File: src/rtl/alu_pkg.sv
// Shared ALU definitions: default datapath width and the serial-unit state encoding.
package alu_pkg;

  localparam int WIDTH_DEFAULT = 8;

  typedef enum logic [1:0] {
    IDLE = 2'd0,
    RUN  = 2'd1,
    DONE = 2'd2
  } state_t;

endpackage

File: src/rtl/full_sub.sv
// 1-bit full subtractor cell, the subtract-side counterpart of the adder's full-adder.
module full_sub (
  input  logic a,
  input  logic b,
  input  logic bin,
  output logic d,
  output logic bout
);

  assign d    = a ^ b ^ bin;
  // Borrow when a < b, or when a == b and a borrow is already pending.
  assign bout = (~a & b) | (~(a ^ b) & bin);

endmodule

File: src/rtl/serial_sub8.sv
// Bit-serial subtractor D = A1 - A2 - in, LSB first through one full_sub cell,
// with start/done handshake and borrow, zero and signed-overflow flags.
module serial_sub8
  import alu_pkg::*;
#(
  parameter int WIDTH = WIDTH_DEFAULT
) (
  input  logic             clk,
  input  logic             rst_n,
  input  logic             start,
  input  logic [WIDTH-1:0] A1,
  input  logic [WIDTH-1:0] A2,
  input  logic             in,
  output logic             busy,
  output logic             done,
  output logic [WIDTH-1:0] D,
  output logic             B,
  output logic             Z,
  output logic             V
);

  localparam int            CW      = $clog2(WIDTH);
  localparam logic [CW-1:0] LAST    = CW'(WIDTH - 1);
  localparam logic [CW-1:0] CNT_ONE = CW'(1);

  state_t           state_r;
  state_t           state_nx_s;
  logic             load_s;
  logic             last_s;
  logic [WIDTH-1:0] a_sh_r;
  logic [WIDTH-1:0] b_sh_r;
  logic             br_r;
  logic [WIDTH-1:0] acc_r;
  logic [CW-1:0]    cnt_r;
  logic             a_msb_r;
  logic             b_msb_r;
  logic             d_s;
  logic             bout_s;
  logic [WIDTH-1:0] res_s;
  logic             busy_r;
  logic             done_r;
  logic [WIDTH-1:0] d_r;
  logic             b_r;
  logic             z_r;
  logic             v_r;

  full_sub u_cell (
    .a    (a_sh_r[0]),
    .b    (b_sh_r[0]),
    .bin  (br_r),
    .d    (d_s),
    .bout (bout_s)
  );

  assign last_s = (cnt_r == LAST);
  assign res_s  = {d_s, acc_r[WIDTH-1:1]};

  // State register.
  always_ff @(posedge clk or negedge rst_n) begin
    if (!rst_n) begin
      state_r <= IDLE;
    end else begin
      state_r <= state_nx_s;
    end
  end

  // Next-state logic; DONE accepts a new start just like IDLE.
  always_comb begin
    state_nx_s = state_r;
    load_s     = 1'b0;
    case (state_r)
      IDLE, DONE: begin
        if (start) begin
          load_s     = 1'b1;
          state_nx_s = RUN;
        end else begin
          state_nx_s = IDLE;
        end
      end
      RUN: begin
        if (last_s) begin
          state_nx_s = DONE;
        end else begin
          state_nx_s = RUN;
        end
      end
      default: begin
        state_nx_s = IDLE;
      end
    endcase
  end

  // Operand shifting, serial accumulation, and result/flag capture on the last bit.
  always_ff @(posedge clk or negedge rst_n) begin
    if (!rst_n) begin
      a_sh_r  <= '0;
      b_sh_r  <= '0;
      br_r    <= 1'b0;
      acc_r   <= '0;
      cnt_r   <= '0;
      a_msb_r <= 1'b0;
      b_msb_r <= 1'b0;
      busy_r  <= 1'b0;
      done_r  <= 1'b0;
      d_r     <= '0;
      b_r     <= 1'b0;
      z_r     <= 1'b0;
      v_r     <= 1'b0;
    end else begin
      busy_r <= (state_nx_s == RUN);
      done_r <= (state_nx_s == DONE);
      if (load_s) begin
        a_sh_r  <= A1;
        b_sh_r  <= A2;
        br_r    <= in;
        acc_r   <= '0;
        cnt_r   <= '0;
        a_msb_r <= A1[WIDTH-1];
        b_msb_r <= A2[WIDTH-1];
      end else if (state_r == RUN) begin
        a_sh_r <= a_sh_r >> 1;
        b_sh_r <= b_sh_r >> 1;
        br_r   <= bout_s;
        acc_r  <= res_s;
        cnt_r  <= cnt_r + CNT_ONE;
        // Operand sign bits were saved at load since the shifters have consumed them.
        if (last_s) begin
          d_r <= res_s;
          b_r <= bout_s;
          z_r <= (res_s == '0);
          v_r <= (a_msb_r != b_msb_r) && (d_s != a_msb_r);
        end
      end
    end
  end

  assign busy = busy_r;
  assign done = done_r;
  assign D    = d_r;
  assign B    = b_r;
  assign Z    = z_r;
  assign V    = v_r;

endmodule

File: config.mk
export PLATFORM = sky130hd
export DESIGN_NAME = serial_sub8
export DESIGN_NICKNAME = d
export VERILOG_FILES = /design/src/rtl/alu_pkg.sv /design/src/rtl/full_sub.sv /design/src/rtl/serial_sub8.sv
export SDC_FILE = /design/constraint.sdc
export NUM_CORES = 1
export LEC_CHECK = 0
export ABC_AREA = 1
export ABC_CLOCK_PERIOD_IN_PS = 2450
export CORE_MARGIN = 5
export CORE_UTILIZATION = 51
export DETAILED_ROUTE_END_ITERATION = 6
export DONT_BUFFER_PORTS = 1
export PLACE_DENSITY = 0.66
export SYNTH_ARGS = -nofsm -noshare
export SYNTH_HDL_FRONTEND = slang
export SYNTH_HIERARCHICAL = 1
export SYNTH_SLANG_ARGS = --single-unit
export TNS_END_PERCENT = 5
File: constraint.sdc
create_clock -name clk -period 2.45 [get_ports clk]
set_clock_uncertainty 0.05 [all_clocks]
set_input_delay 0.1225 -clock clk [delete_from_list [all_inputs] [get_ports clk]]
set_output_delay 0.1225 -clock clk [all_outputs]
set_load 0.005 [all_outputs]
==> reports/qor.txt, run 1 <==
Tcrit/Tclk final = 60.99%
Primary FF master, synth = dfrtp_1
Synth Register Bits = 44
Sink Count = 44
Internal = 0.001663 W
Ant diodes = 0
Synth top area share = 56.77%
CP delay by family, top = adder cells
Final ANT Viol Nets = 0
CP endpoint kind = flip-flop
Crit. path cell count = 5
Register share of total power = 45.0%
Final WL = 3.681 mm
Final #Nets = 258
Root Buffer Master = clkbuf_8
Seq/Total Area, Yosys = 56.77%
Yosys warns = 6
Synth-to-Final Area Change = 14.97%
Slew headroom = 75.66%
Initial antenna violation count = 0
Post-DR vias/cell = 5.007
Pin count of the biggest net entering global routing = 45
Placed Cells = 258
Worst Path Buf+Inv = 1
Synth Net Count = 239
Leakage = 1.137 nW
Hold Path Cell Cnt = 4
PwrDens = 1234 nW/um^2
Final Wtd Congestion = 0.7618
Final worst setup slack = 0.9559 ns
Worst reg2reg path depth = 5
Die W = 71.67 um
FF/Latch Area = 1101 sq um
DR vias = 1,417
Crit Path Class = reg2reg
Die H = 71.67 um
Final Setup Violations = 0
Crit path max fanout = 3
Synth area leaders = dfrtp_1 57%, nand2_1 18%, inv_1 3.5%
Cts bufs inserted = 5
Crit-path cells = fa_1, inv_1, o21ai_0, nand3_1, nand2_1
Slew @ Worst Pin = 0.3642 ns
Vias in the first global route = 1,461
P_sw = 0.001089 W
Global-route wire length before repair = 6.693 mm
Area of the die = 5136 sq um
Filler cells = 321
EDFF count, synth = 0
Starting Density = 52.97%
VDD IR max = 0.5357 mV
Outcome = completed
Synth cell count leaders = 95 x nand2_1, 44 x dfrtp_1, 18 x inv_1
Proportion of layout cells with a drive suffix above 1 = 10.64%
Detailed Place HPWL = 2.519 mm
Worst hold slack = 0.003127 ns
Drt wl/cell = 13.01 um
Min cycle time layout = 1.494 ns
H-tree levels = 2
CTS tree = done
Async set or reset register ratio after synthesis = 100.0%
Worst Path Required = 2.62 ns
CP arrival = 1.67 ns
Syn avg cell area = 8.979 sq um
Num rows = 22
Max incr delay on CP = 0.59 ns
Comb pwr share = 37.8%
Setup TNS = 0 ns
Max Clock Freq = 0.6693 GHz
Clk network pwr share = 17.2%
Yosys top cell by area = dfrtp_1
Clock Pin Slew Worst Setup and Hold Paths = 0.08 ns
Total iterations of the first detailed-routing run = 7
Top Ports = 33
Slowest stage cell on the critical path = fa_1
DRT iter0 DRCs = 59
Pre-CTS WS = 0.9645 ns
Tot GR Track Use = 16.42%
Grt total ovfl = 0
Min-Delay Path Class = in2reg
Clock Path Buffers = 2
# DRC = 0
Clk Latency, worst-skew pair = 0.28 ns
Syn Inst Count = 216
Post-Layout Cell Count = 283
Maxcap violations = 0
Max-slew violations = 0
Setup crit start kind = flip-flop
RSZ-0062 raised after global routing = false
Core footprint = 3661 sq um
PortBufs = 0
Final Hold Viols = 0
Multi-input gate area = 695.7 sq um
Sw frac = 39.58%
Most frequent cell after synthesis = nand2_1
Synthesized cell area = 1939 sq um
Unique masters post-synth = 21
-- metrics by stage --
| stage | area [sq um] | util, % | power (W) |
|---|---|---|---|
| after floorplan | 1939 | - | 0.002090 |
| after global routing | 2230 | 60.90 | 0.003027 |
| after detailed placement | 1943 | 53.08 | 0.002275 |
| final | 2230 | 60.90 | 0.002752 |
| after CTS | 2230 | 60.90 | 0.002792 |
| after global placement | 1943 | 53.08 | 0.002216 |
-- worst paths after layout --
| path | start | endpoint | slack (ns) |
|---|---|---|---|
| max in group asynchronous | rst_n | D[0]$_DFFE_PN0P_ | 1.88 |
| min in group asynchronous | rst_n | cnt_r[2]$_DFFE_PN0P_ | 0.26 |
| min | A1[1] | a_sh_r[1]$_DFFE_PN0P_ | 0.003 |
| max reg2reg | a_sh_r[0]$_DFFE_PN0P_ | V$_DFFE_PN0P_ | 0.96 |
| max | a_sh_r[0]$_DFFE_PN0P_ | V$_DFFE_PN0P_ | 0.96 |
| min reg2reg | b_sh_r[2]$_DFFE_PN0P_ | b_sh_r[2]$_DFFE_PN0P_ | 0.43 |
-- worst reg2reg max path: cells and delay by family (launching register included) --
kind                     cells  cell delay [ns]
adder cells (fa/ha/maj)      1             0.59
AND/OR/NAND/NOR              2             0.16
flip-flops                   1             0.40
buffers and inverters        1             0.09
AO/OA/AOI/OAI                1             0.15
-- power by group through the flow --
stage	Combinational [W]	Clock [W]	Sequential, W
2_1_floorplan	0.000888	0	0.00120
3_3_place_gp	0.000974	0	0.00124
3_5_place_dp	0.00102	0	0.00126
4_1_cts	0.00106	0.000486	0.00125
5_1_grt	0.00122	0.000524	0.00128
6_report	0.00104	0.000472	0.00124
-- final cells by class --
class,instances,area share [%]
clock buffer,7,4.321
inverter,21,3.872
multi-input combinational,145,31.20
sequential,44,49.38
tap,48,2.694
timing repair buffer,18,8.530
-- cell usage in the layout (no fill, tap or decap) --
master         count
nand2_1           95
dfrtp_1           44
inv_1             18
dlygate4sd3_1     17
o21ai_0           11
nor2_1             8
o22ai_1            7
o21ai_2            7
clkbuf_8           7
nand3_1            6
nand2_4            4
or2_2              2
ha_1               2
inv_2              1
inv_6              1
nor2_4             1
inv_4              1
a21oi_1            1
buf_12             1
fa_1               1
-- sequential cells by signal (all words and copies together) (netlist names) --
register  flops
busy          1
B             1
a_sh_r        8
b_sh_r        8
cnt_r         3
Z             1
D             8
V             1
state_r       2
acc_r         7
b_msb_r       1
done          1
br_r          1
a_msb_r       1
-- logic make-up after synthesis --
logic type,count (synthesis),synth area share [%]
and+or+nand+nor,116,25.03
AOI/OAI and AO/OA,26,8.516
adders and majority gates,3,2.322
buffers and inverters,27,7.354
DFF,44,56.77
-- timing repair --
item,4_1_cts,5_1_grt
hold buffers,18,0
buffers inserted,0,0
gates resized for setup,0,0
endpoints found under the hold margin,62,0
-- metal layers --
metal	vias to the layer above	global-route usage, %	share of wire (%)
met5	-	0	0
li1	703	-	-
met1	669	20.61	45
met3	7	3.787	4.9
met2	38	28.06	49
met4	0	5.010	1.4
Power figures use the tool's default switching activity.
==> inputs of run 2 (changes only) <==
Settings changed: ABC_CLOCK_PERIOD_IN_PS 2450 to 1550.
Clock period 2.45 ns to 1.55 ns, I/O delays scaled along.
==> run 2 against run 1 <==
  * Die area unchanged
  * Worst setup slack lost 0.86 ns
  * Clock power is 60% higher
  * Power increased by 60%
  * Sequential share of layout area shrank 0.82 points
  * Final cell count increased by 1.1%
  * Register-to-register slack worse by 0.86 ns
  * Hold slack improved by 0.079 ns
  * Critical path type unchanged
  * Critical endpoint unchanged
  * Largest cell class unchanged
  * Highest routed layer unchanged
==> reports/qor.txt, run 2 (synthesis gave the netlist of run 1 again) <==
Setup TNS = 0 ns (unchanged)
CP endpoint kind = flip-flop
Max-slew violations = 0 (unchanged)
Final #Nets = 261 (+1.2%)
Clock Path Buffers = 2 (unchanged)
Pre-CTS WS = 0.06523 ns (-0.8993 ns)
DRT iter0 DRCs = 100 (+69%)
Num rows = 22 (unchanged)
Final worst setup slack = 0.09757 ns (-0.8583 ns)
Area of the die = 5136 sq um (unchanged)
Crit path max fanout = 3 (unchanged)
Grt total ovfl = 0 (unchanged)
Synth-to-Final Area Change = 16.90%
Total iterations of the first detailed-routing run = 4 (-3)
Ant diodes = 0 (unchanged)
DR vias = 1,452 (+2.5%)
Tot GR Track Use = 16.92% (+0.50 points)
Core footprint = 3661 sq um (unchanged)
Cts bufs inserted = 5 (unchanged)
Top Ports = 33 (unchanged)
Detailed Place HPWL = 2.529 mm (+0.40%)
Min-Delay Path Class = in2reg
Leakage = 1.152 nW (+1.3%)
CP arrival = 1.63 ns (-0.04 ns)
H-tree levels = 2 (unchanged)
Crit Path Class = reg2reg
Root Buffer Master = clkbuf_8
Pin count of the biggest net entering global routing = 45 (unchanged)
CTS tree = done
Initial antenna violation count = 0 (unchanged)
RSZ-0062 raised after global routing = true
Slew headroom = 75.22% (-0.44 points)
Proportion of layout cells with a drive suffix above 1 = 12.18% (+1.5 points)
Post-DR vias/cell = 5.077 (+1.4%)
Final ANT Viol Nets = 0 (unchanged)
PortBufs = 0 (unchanged)
Final Setup Violations = 0 (unchanged)
Min cycle time layout = 1.452 ns (-0.04171 ns)
VDD IR max = 0.8503 mV (+59%)
PwrDens = 1946 nW/um^2 (+58%)
Vias in the first global route = 1,473 (+0.82%)
Final WL = 3.832 mm (+4.1%)
Worst Path Required = 1.73 ns (-0.89 ns)
Max Clock Freq = 0.6885 GHz (+2.9%)
Final Hold Viols = 0 (unchanged)
Most common cell after layout, fill and taps aside = nand2_1
Clock Pin Slew Worst Setup and Hold Paths = 0.08 ns (about the same)
Final Wtd Congestion = 0.7618 (unchanged)
Drt wl/cell = 13.40 um (+3.0%)
# DRC = 0 (unchanged)
Tcrit/Tclk final = 93.70% (+33 points)
Outcome = completed
Die H = 71.67 um (unchanged)
Maxcap violations = 0 (unchanged)
Clk Latency, worst-skew pair = 0.29 ns (about the same)
Most frequent cells in the layout = 95 x nand2_1, 44 x dfrtp_1, 19 x dlygate4sd3_1, 16 x inv_1, 10 x o21ai_0
Slew @ Worst Pin = 0.3709 ns (+0.006650 ns)
Starting Density = 52.97% (unchanged)
Sink Count = 44 (unchanged)
Die W = 71.67 um (unchanged)
Setup crit start kind = flip-flop
Global-route wire length before repair = 6.865 mm (+2.6%)
==> run 2: where the power goes <==
| part | switching [W] | internal, W |
|---|---|---|
| sequential | 0.000313 | 0.00165 |
| combinational | 0.00109 | 0.000603 |
| clock | 0.000357 | 0.000397 |
==> run 2: worst max-delay path: stages, from the launching register on <==
cell     delay, ns
dfrtp_1       0.36
inv_2         0.04
fa_1          0.58
inv_1         0.09
o21ai_1       0.12
nand3_1       0.08
nand2_1       0.06
==> run 2: final timing paths <==
check	startpoint	end	slack (ns)	depth (start not counted)
setup / recovery	br_r$_DFFE_PN0P_	V$_DFFE_PN0P_	0.1	6
hold / removal	start	b_sh_r[0]$_DFFE_PN0P_	0.08	4
setup reg to reg	br_r$_DFFE_PN0P_	V$_DFFE_PN0P_	0.1	6
hold reg to reg	b_sh_r[4]$_DFFE_PN0P_	b_sh_r[4]$_DFFE_PN0P_	0.44	2
max in group asynchronous	rst_n	D[0]$_DFFE_PN0P_	1.01	2
min in group asynchronous	rst_n	cnt_r[2]$_DFFE_PN0P_	0.24	2
==> run 2: area by class of cell <==
cell class              instances  area, sq um
multi-input cells             145        698.2
well taps                      48        60.06
repair buffers                 21        225.2
inverters                      21        86.33
fillers                       321         1394
clock buffers                   7        96.34
flip-flops and latches         44         1101
==> run 2: metal layers <==
metal,up-vias,wire length [um],global-route usage [%]
met5,-,0,0
met4,0,21,3.758
met3,2,177,4.909
met2,37,1969,28.37
met1,703,1665,21.68
li1,710,-,-
==> run 2: timing repair <==
action / in CTS / in global routing
hold endpoints to repair: 65 / 0
hold buffers: 20 / 0
gates resized for setup: 0 / 4
setup buffers: 0 / 1
setup endpoints to repair: 0 / 2
==> run 2: per-stage QoR <==
stage               instance area (sq um)  instances  utilization (%)  power [W]  hold slack, ns
finish                               2267        286            61.93   0.004413         0.08243
global route                         2267        286            61.93   0.004843         0.08837
CTS                                  2257        285            61.65   0.004433         0.07451
detailed placement                   1943        258            53.08   0.003601         -0.2670
global placement                     1943        258            53.08   0.003503         -0.2668
floorplan                            1939        216                -   0.003304         -0.2681
